## src/rtl/snoop_bus_arb.sv

```systemverilog
// Snoop bus arbiter. Arbitrates per-node requests round-robin, broadcasts the
// winning request on the snoop bus for one cycle, then collects snoop
// acknowledgements from every non-source node before releasing the bus. One
// coherence transaction is outstanding at a time.
//
// Ports:
//   clk, rst_n        clock, asynchronous active-low reset
//   req_valid/ready   per-node request handshake (ready is one-hot0, IDLE only)
//   req_addr/req_tx   per-node request address and transaction type
//   bus_valid         one-cycle broadcast strobe
//   bus_source/addr/tx  broadcast payload, held until the next broadcast
//   snoop_ack         per-node snoop response strobe
//   snoop_shared      per-node line-present flag, qualified by snoop_ack
//   bus_busy          transaction outstanding
//   txn_done          one-cycle completion pulse
//   txn_shared        OR of accepted shared flags, valid with txn_done
//   err_timeout       sticky ack-timeout flag, cleared only by reset
module snoop_bus_arb #(
  parameter int NUM_NODES   = 4,
  parameter int ADDR_WIDTH  = 32,
  parameter int TX_WIDTH    = 2,
  parameter int ACK_TIMEOUT = 16,
  localparam int SRC_WIDTH  = (NUM_NODES > 1) ? $clog2(NUM_NODES) : 1
) (
  input  logic                  clk,
  input  logic                  rst_n,
  input  logic [NUM_NODES-1:0]  req_valid,
  output logic [NUM_NODES-1:0]  req_ready,
  input  logic [ADDR_WIDTH-1:0] req_addr [NUM_NODES],
  input  logic [TX_WIDTH-1:0]   req_tx   [NUM_NODES],
  output logic                  bus_valid,
  output logic [SRC_WIDTH-1:0]  bus_source,
  output logic [ADDR_WIDTH-1:0] bus_addr,
  output logic [TX_WIDTH-1:0]   bus_tx,
  input  logic [NUM_NODES-1:0]  snoop_ack,
  input  logic [NUM_NODES-1:0]  snoop_shared,
  output logic                  bus_busy,
  output logic                  txn_done,
  output logic                  txn_shared,
  output logic                  err_timeout
);

  localparam logic [1:0] StIdle    = 2'd0;
  localparam logic [1:0] StBcast   = 2'd1;
  localparam logic [1:0] StWaitAck = 2'd2;

  // Counter only has to reach ACK_TIMEOUT-1.
  localparam int CNT_WIDTH = (ACK_TIMEOUT > 1) ? $clog2(ACK_TIMEOUT) : 1;
  localparam bit TIMEOUT_EN = (ACK_TIMEOUT > 0);
  localparam logic [CNT_WIDTH-1:0] CNT_LAST =
      CNT_WIDTH'((ACK_TIMEOUT > 0) ? ACK_TIMEOUT - 1 : 0);

  logic [1:0]            state_q, state_d;
  logic [SRC_WIDTH-1:0]  last_q, last_d;
  logic [SRC_WIDTH-1:0]  src_q, src_d;
  logic [ADDR_WIDTH-1:0] addr_q, addr_d;
  logic [TX_WIDTH-1:0]   tx_q, tx_d;
  logic [NUM_NODES-1:0]  pending_q, pending_d;
  logic                  acc_q, acc_d;
  logic [CNT_WIDTH-1:0]  cnt_q, cnt_d;
  logic                  done_q, done_d;
  logic                  shared_q, shared_d;
  logic                  err_q, err_d;
  logic                  busy_q;

  logic [SRC_WIDTH-1:0]  winner;
  logic [SRC_WIDTH-1:0]  cand;
  logic                  found;
  logic                  handshake;
  logic [NUM_NODES-1:0]  pend_after;
  logic                  acc_after;

  // Round-robin search starting just after the last granted node.
  always_comb begin
    winner = last_q;
    cand   = last_q;
    found  = 1'b0;
    for (int off = 1; off <= NUM_NODES; off++) begin
      cand = SRC_WIDTH'((int'(last_q) + off) % NUM_NODES);
      if (!found && req_valid[cand]) begin
        found  = 1'b1;
        winner = cand;
      end
    end
  end

  // Gated by rst_n so every output reads zero while reset is held.
  assign req_ready = (rst_n && (state_q == StIdle) && found) ?
                     (NUM_NODES'(1) << winner) : '0;
  assign handshake = |(req_valid & req_ready);

  // Acks only count from nodes still pending; source and duplicates drop out.
  assign pend_after = pending_q & ~snoop_ack;
  assign acc_after  = acc_q | (|(snoop_ack & snoop_shared & pending_q));

  always_comb begin
    state_d   = state_q;
    last_d    = last_q;
    src_d     = src_q;
    addr_d    = addr_q;
    tx_d      = tx_q;
    pending_d = pending_q;
    acc_d     = acc_q;
    cnt_d     = cnt_q;
    done_d    = 1'b0;
    shared_d  = 1'b0;
    err_d     = err_q;
    case (state_q)
      StIdle: begin
        if (handshake) begin
          state_d = StBcast;
          src_d   = winner;
          addr_d  = req_addr[winner];
          tx_d    = req_tx[winner];
          last_d  = winner;
        end
      end
      StBcast: begin
        pending_d = ~(NUM_NODES'(1) << src_q);
        acc_d     = 1'b0;
        cnt_d     = '0;
        state_d   = StWaitAck;
      end
      StWaitAck: begin
        pending_d = pend_after;
        acc_d     = acc_after;
        cnt_d     = cnt_q + CNT_WIDTH'(1);
        // Completion is checked first so it wins over a coincident timeout.
        if (pend_after == '0) begin
          done_d   = 1'b1;
          shared_d = acc_after;
          state_d  = StIdle;
        end else if (TIMEOUT_EN && (cnt_q == CNT_LAST)) begin
          done_d   = 1'b1;
          shared_d = acc_after;
          err_d    = 1'b1;
          state_d  = StIdle;
        end
      end
      default: state_d = StIdle;
    endcase
  end

  always_ff @(posedge clk or negedge rst_n) begin
    if (!rst_n) begin
      state_q   <= StIdle;
      last_q    <= SRC_WIDTH'(NUM_NODES - 1);
      src_q     <= '0;
      addr_q    <= '0;
      tx_q      <= '0;
      pending_q <= '0;
      acc_q     <= 1'b0;
      cnt_q     <= '0;
      done_q    <= 1'b0;
      shared_q  <= 1'b0;
      err_q     <= 1'b0;
      busy_q    <= 1'b0;
    end else begin
      state_q   <= state_d;
      last_q    <= last_d;
      src_q     <= src_d;
      addr_q    <= addr_d;
      tx_q      <= tx_d;
      pending_q <= pending_d;
      acc_q     <= acc_d;
      cnt_q     <= cnt_d;
      done_q    <= done_d;
      shared_q  <= shared_d;
      err_q     <= err_d;
      busy_q    <= (state_d != StIdle);
    end
  end

  assign bus_valid   = (state_q == StBcast);
  assign bus_source  = src_q;
  assign bus_addr    = addr_q;
  assign bus_tx      = tx_q;
  assign bus_busy    = busy_q;
  assign txn_done    = done_q;
  assign txn_shared  = shared_q;
  assign err_timeout = err_q;

  a_ready_onehot0: assert property (@(posedge clk) disable iff (!rst_n)
    $onehot0(req_ready));
  a_bus_valid_single: assert property (@(posedge clk) disable iff (!rst_n)
    bus_valid |=> !bus_valid);
  a_done_not_bcast: assert property (@(posedge clk) disable iff (!rst_n)
    !(txn_done && bus_valid));

  for (genvar g = 0; g < NUM_NODES; g++) begin : g_cov_grant
    c_grant: cover property (@(posedge clk) bus_valid && (bus_source == SRC_WIDTH'(g)));
  end
  for (genvar t = 0; t < (1 << TX_WIDTH); t++) begin : g_cov_tx
    c_tx: cover property (@(posedge clk) bus_valid && (bus_tx == TX_WIDTH'(t)));
  end
  c_timeout: cover property (@(posedge clk) txn_done && !err_q ##1 err_q);
  c_shared:  cover property (@(posedge clk) txn_done && txn_shared);

endmodule
```

## config.mk

```make
export PLATFORM = sky130hd
export DESIGN_NAME = snoop_bus_arb
export DESIGN_NICKNAME = d
export VERILOG_FILES = /design/src/rtl/snoop_bus_arb.sv
export SDC_FILE = /design/constraint.sdc
export NUM_CORES = 1
export LEC_CHECK = 0
export CAP_MARGIN = 10
export CORE_MARGIN = 10
export CORE_UTILIZATION = 36
export DETAILED_ROUTE_END_ITERATION = 10
export GPL_ROUTABILITY_DRIVEN = 0
export HOLD_SLACK_MARGIN = 0.15
export PLACE_DENSITY = 0.76
export RECOVER_POWER = 50
export SYNTH_ARGS = -nofsm -noshare
export SYNTH_HDL_FRONTEND = slang
export SYNTH_SLANG_ARGS = --single-unit
```

## constraint.sdc

```tcl
create_clock -name clk -period 1.9 [get_ports clk]
set_input_delay 0.38 -clock clk [delete_from_list [all_inputs] [get_ports clk]]
set_output_delay 0.38 -clock clk [all_outputs]
set_load 0.03 [all_outputs]
```

==> flow_metrics.py <==
metrics = {
    "final_layout": {
        "layout-drive-gt1-share_pct": 29.1,
        "area_growth_pct": 84.5,
        "post-route-util_pct": 69.1,
        "final_cell_mix": "182 x clkdlybuf4s50_1, 51 x dfrtp_1, 46 x nand2_1, 46 x a211oi_2, 37 x nor2_1",
        "final_nets": 770,
        "n_fill_cell": 754,
        "final_common_cell": "clkdlybuf4s50_1",
    },
    "critical_path": {
        "worst_setup_path_start_kind": "register",
        "critPathMaxFanout": 7,
        "path_delay_family": "flip-flops",
        "worst_setup_path_end_kind": "primary output",
        "cp.required_ns": 1.52,
        "critPathBufInv": 3,
        "critPathKind": "register to primary output",
        "path_cells": "nand2b_4, o21ai_4, buf_6, a211oi_4, buf_6, nor3_4, buf_6",
        "cp.arrival_ns": 1.83,
        "slowest_stage": "dfstp_2",
        "crit_path_max_incr_delay_ns": 0.60,
        "path_common_cell": "buf_6",
    },
    "routing": {
        "drt_iter0_drc": 216,
        "wl_met1_um": 6490,
        "dr.pass1.iters": 4,
        "wl_per_cell_um": 22.3,
        "met3_length_um": 1070,
        "wl_met2_um": 8630,
        "vias": 4249,
        "drc": 0,
        "via_per_inst": 5.66,
        "wirelength_um": 16800,
        "ant_nets": 0,
        "top_layer": "met4",
    },
    "floorplanning": {
        "die_area_um2": 14800,
        "fp.coreArea_um2": 9910,
        "start_util_pct": 37.4,
        "die_h_um": 121,
        "core.rowCount": 36,
        "io_pins": 195,
        "die-width_um": 121,
    },
    "synthesis": {
        "synth_cells": 387,
        "async_reset_ff_share_pct": 100,
        "post_synth.cell_area_avg_um2": 9.58,
        "synth_cell_types": 43,
        "syn_nets": 542,
        "yosysSeqAreaShare_pct": 35.8,
        "ys.flop_type": "dfrtp_1",
        "yosysWarnings": 0,
        "syn_area_um2": 3710,
        "synth_edf_count": 0,
        "ys_ff_latch": 53,
    },
    "timing": {
        "min_period_over_period_pct": 117,
        "slew_headroom_pct": 5.02,
        "fmaxAchievable_ghz": 0.452,
        "setup_violations": 37,
        "hold_viol": 0,
        "whs_ns": 0.487,
        "period_needed_ns": 2.21,
        "slew_viol_final": 0,
        "setup_ws_ns": -0.315,
        "clock_skew_ns": 0.0124,
        "setup_tns_ns": -7.55,
        "tightest_slew_ns": 1.42,
        "rsz0062_at_grt": "yes",
    },
    "clocking": {
        "path_clk_slew_ns": 0.10,
        "clock-root-buffer": "clkbuf_8",
        "cts_tree": "done",
        "cts_max_level": 2,
        "holdBufCountCts": 0,
        "cts_buffers": 5,
        "cts_buffer_depth": 2,
        "clk_latency_ns": 0.32,
        "clock-sinks": 53,
    },
    "global_routing": {
        "grt_max_degree": 54,
        "grt_overflow": 0,
        "antenna_found_initial": 1,
        "grt_pass1_vias": 4583,
        "gr-usage-all-layers_pct": 21.8,
        "grt_pass1_wl_um": 25800,
    },
    "power": {
        "power.density_nw_per_um2": 1520,
        "p_leak_nw": 2.84,
        "ir_worst_vdd_uv": 693,
    },
    "place": {
        "port_buffers": 194,
        "dp_hpwl_um": 11900,
    },
    "status": {
        "violations": "negative setup slack",
        "status": "complete, but fails checks",
    },
    "hold_path": {
        "min_path_type": "register to register",
    },
    "run": {
        "drv_cap": 0,
    },
}
[repair_timing]
item                                    4_1_cts  5_1_grt
pin swaps                                    39        6
setup buffers                                13        5
resized for setup                            58       22
cloned                                        3        2
endpoints found under the setup margin       43       40
[metrics by stage]
step / cells / instance area, um^2 / power, W / setup slack, ns
2_1_floorplan: 387 / 3790 / 0.00585 / -0.135
3_3_place_gp: 721 / 6120 / 0.00821 / -0.525
3_5_place_dp: 721 / 6120 / 0.00835 / -0.633
4_1_cts: 744 / 6690 / 0.0101 / -0.298
5_1_grt: 750 / 6840 / 0.0110 / -0.365
6_report: 751 / 6840 / 0.0104 / -0.315
[cell usage after synthesis, types with 5 or more instances]
master / n / area, um^2
clkbuf_1: 14 / 52.6
nor2_1: 37 / 139
and3_1: 35 / 219
o21ai_0: 12 / 60.1
dfrtp_1: 51 / 1280
inv_1: 8 / 30.0
buf_6: 5 / 56.3
a211oi_1: 52 / 390
a211oi_2: 16 / 200
o41ai_1: 6 / 52.6
nand3_1: 8 / 40.0
nand2b_1: 8 / 50.1
nand2_1: 47 / 176
o41ai_2: 29 / 472
buf_2: 9 / 45.0
ha_1: 5 / 62.6
[sequential cells by signal, indices dropped and copies added, names as in the netlist]
name,count
bus_tx,2
bus_addr,32
txn_shared,1
bus_busy,1
state_q,2
cnt_q,4
acc_q,1
txn_done,1
pending_q,4
bus_source,2
last_q,2
err_timeout,1
[power breakdown]
group          internal, W  switching, W  leakage, nW
clock network     0.000431      0.000407       0.0585
logic              0.00355       0.00402         2.12
registers          0.00165      0.000364        0.658
total              0.00563       0.00479         2.84
[worst register-to-register path, stage by stage (launching register included)]
cell	delay [ns]
dfstp_2	0.60
nand2b_4	0.16
o21ai_4	0.06
buf_6	0.12
a211oi_4	0.24
buf_4	0.16
buf_6	0.10
buf_6	0.12
buf_8	0.14
a211oi_2	0.05
o41ai_2	0.33
[cells by family (layout without fill, tap and decap cells)]
logic type      Yosys count  in the layout  synth area share [%]
buf+inv                  42            271                  5.87
mux                       3              3                 0.877
fa+ha+maj                 5              5                  1.69
flops                    53             53                  35.8
other cells               0              2                     0
compound gates          135            135                  36.4
simple gates            149            149                  19.4
[final cells by class]
| type | instances | area [um^2] | share of cell area, % |
|---|---|---|---|
| Antenna cell | 2 | 5.00 | 0.0731 |
| Clock buffer | 7 | 86.3 | 1.26 |
| Clock inverter | 1 | 30.0 | 0.439 |
| Inverter | 9 | 33.8 | 0.494 |
| Multi-Input combinational cell | 292 | 2530 | 37.0 |
| Sequential cell | 53 | 1330 | 19.4 |
| Tap cell | 133 | 166 | 2.43 |
| Timing Repair Buffer | 254 | 2660 | 38.9 |
[worst paths after layout]
| kind | to | depth (start not counted) | start | slack [ns] |
|---|---|---|---|---|
| hold reg to reg | bus_tx[0] | 2 | bus_tx[0] | 0.49 |
| hold / removal | bus_tx[0] | 2 | bus_tx[0] | 0.49 |
| setup reg to reg | bus_addr[26] | 10 | last_q[0] | -0.28 |
| setup / recovery | req_ready[3] | 7 | last_q[0] | -0.31 |
| min in group asynchronous | bus_addr[15] | 2 | rst_n | 0.69 |
| max in group asynchronous | bus_tx[0] | 2 | rst_n | 0.37 |
[per-layer routing]
metal  vias to the layer above  global-route usage [%]
li1                       1939                       -
met1                      2104                    25.7
met2                       167                    37.3
met3                        39                    4.79
met4                         0                    9.24
met5                         -                       0
Note: power is estimated with default switching activity, not from simulation.
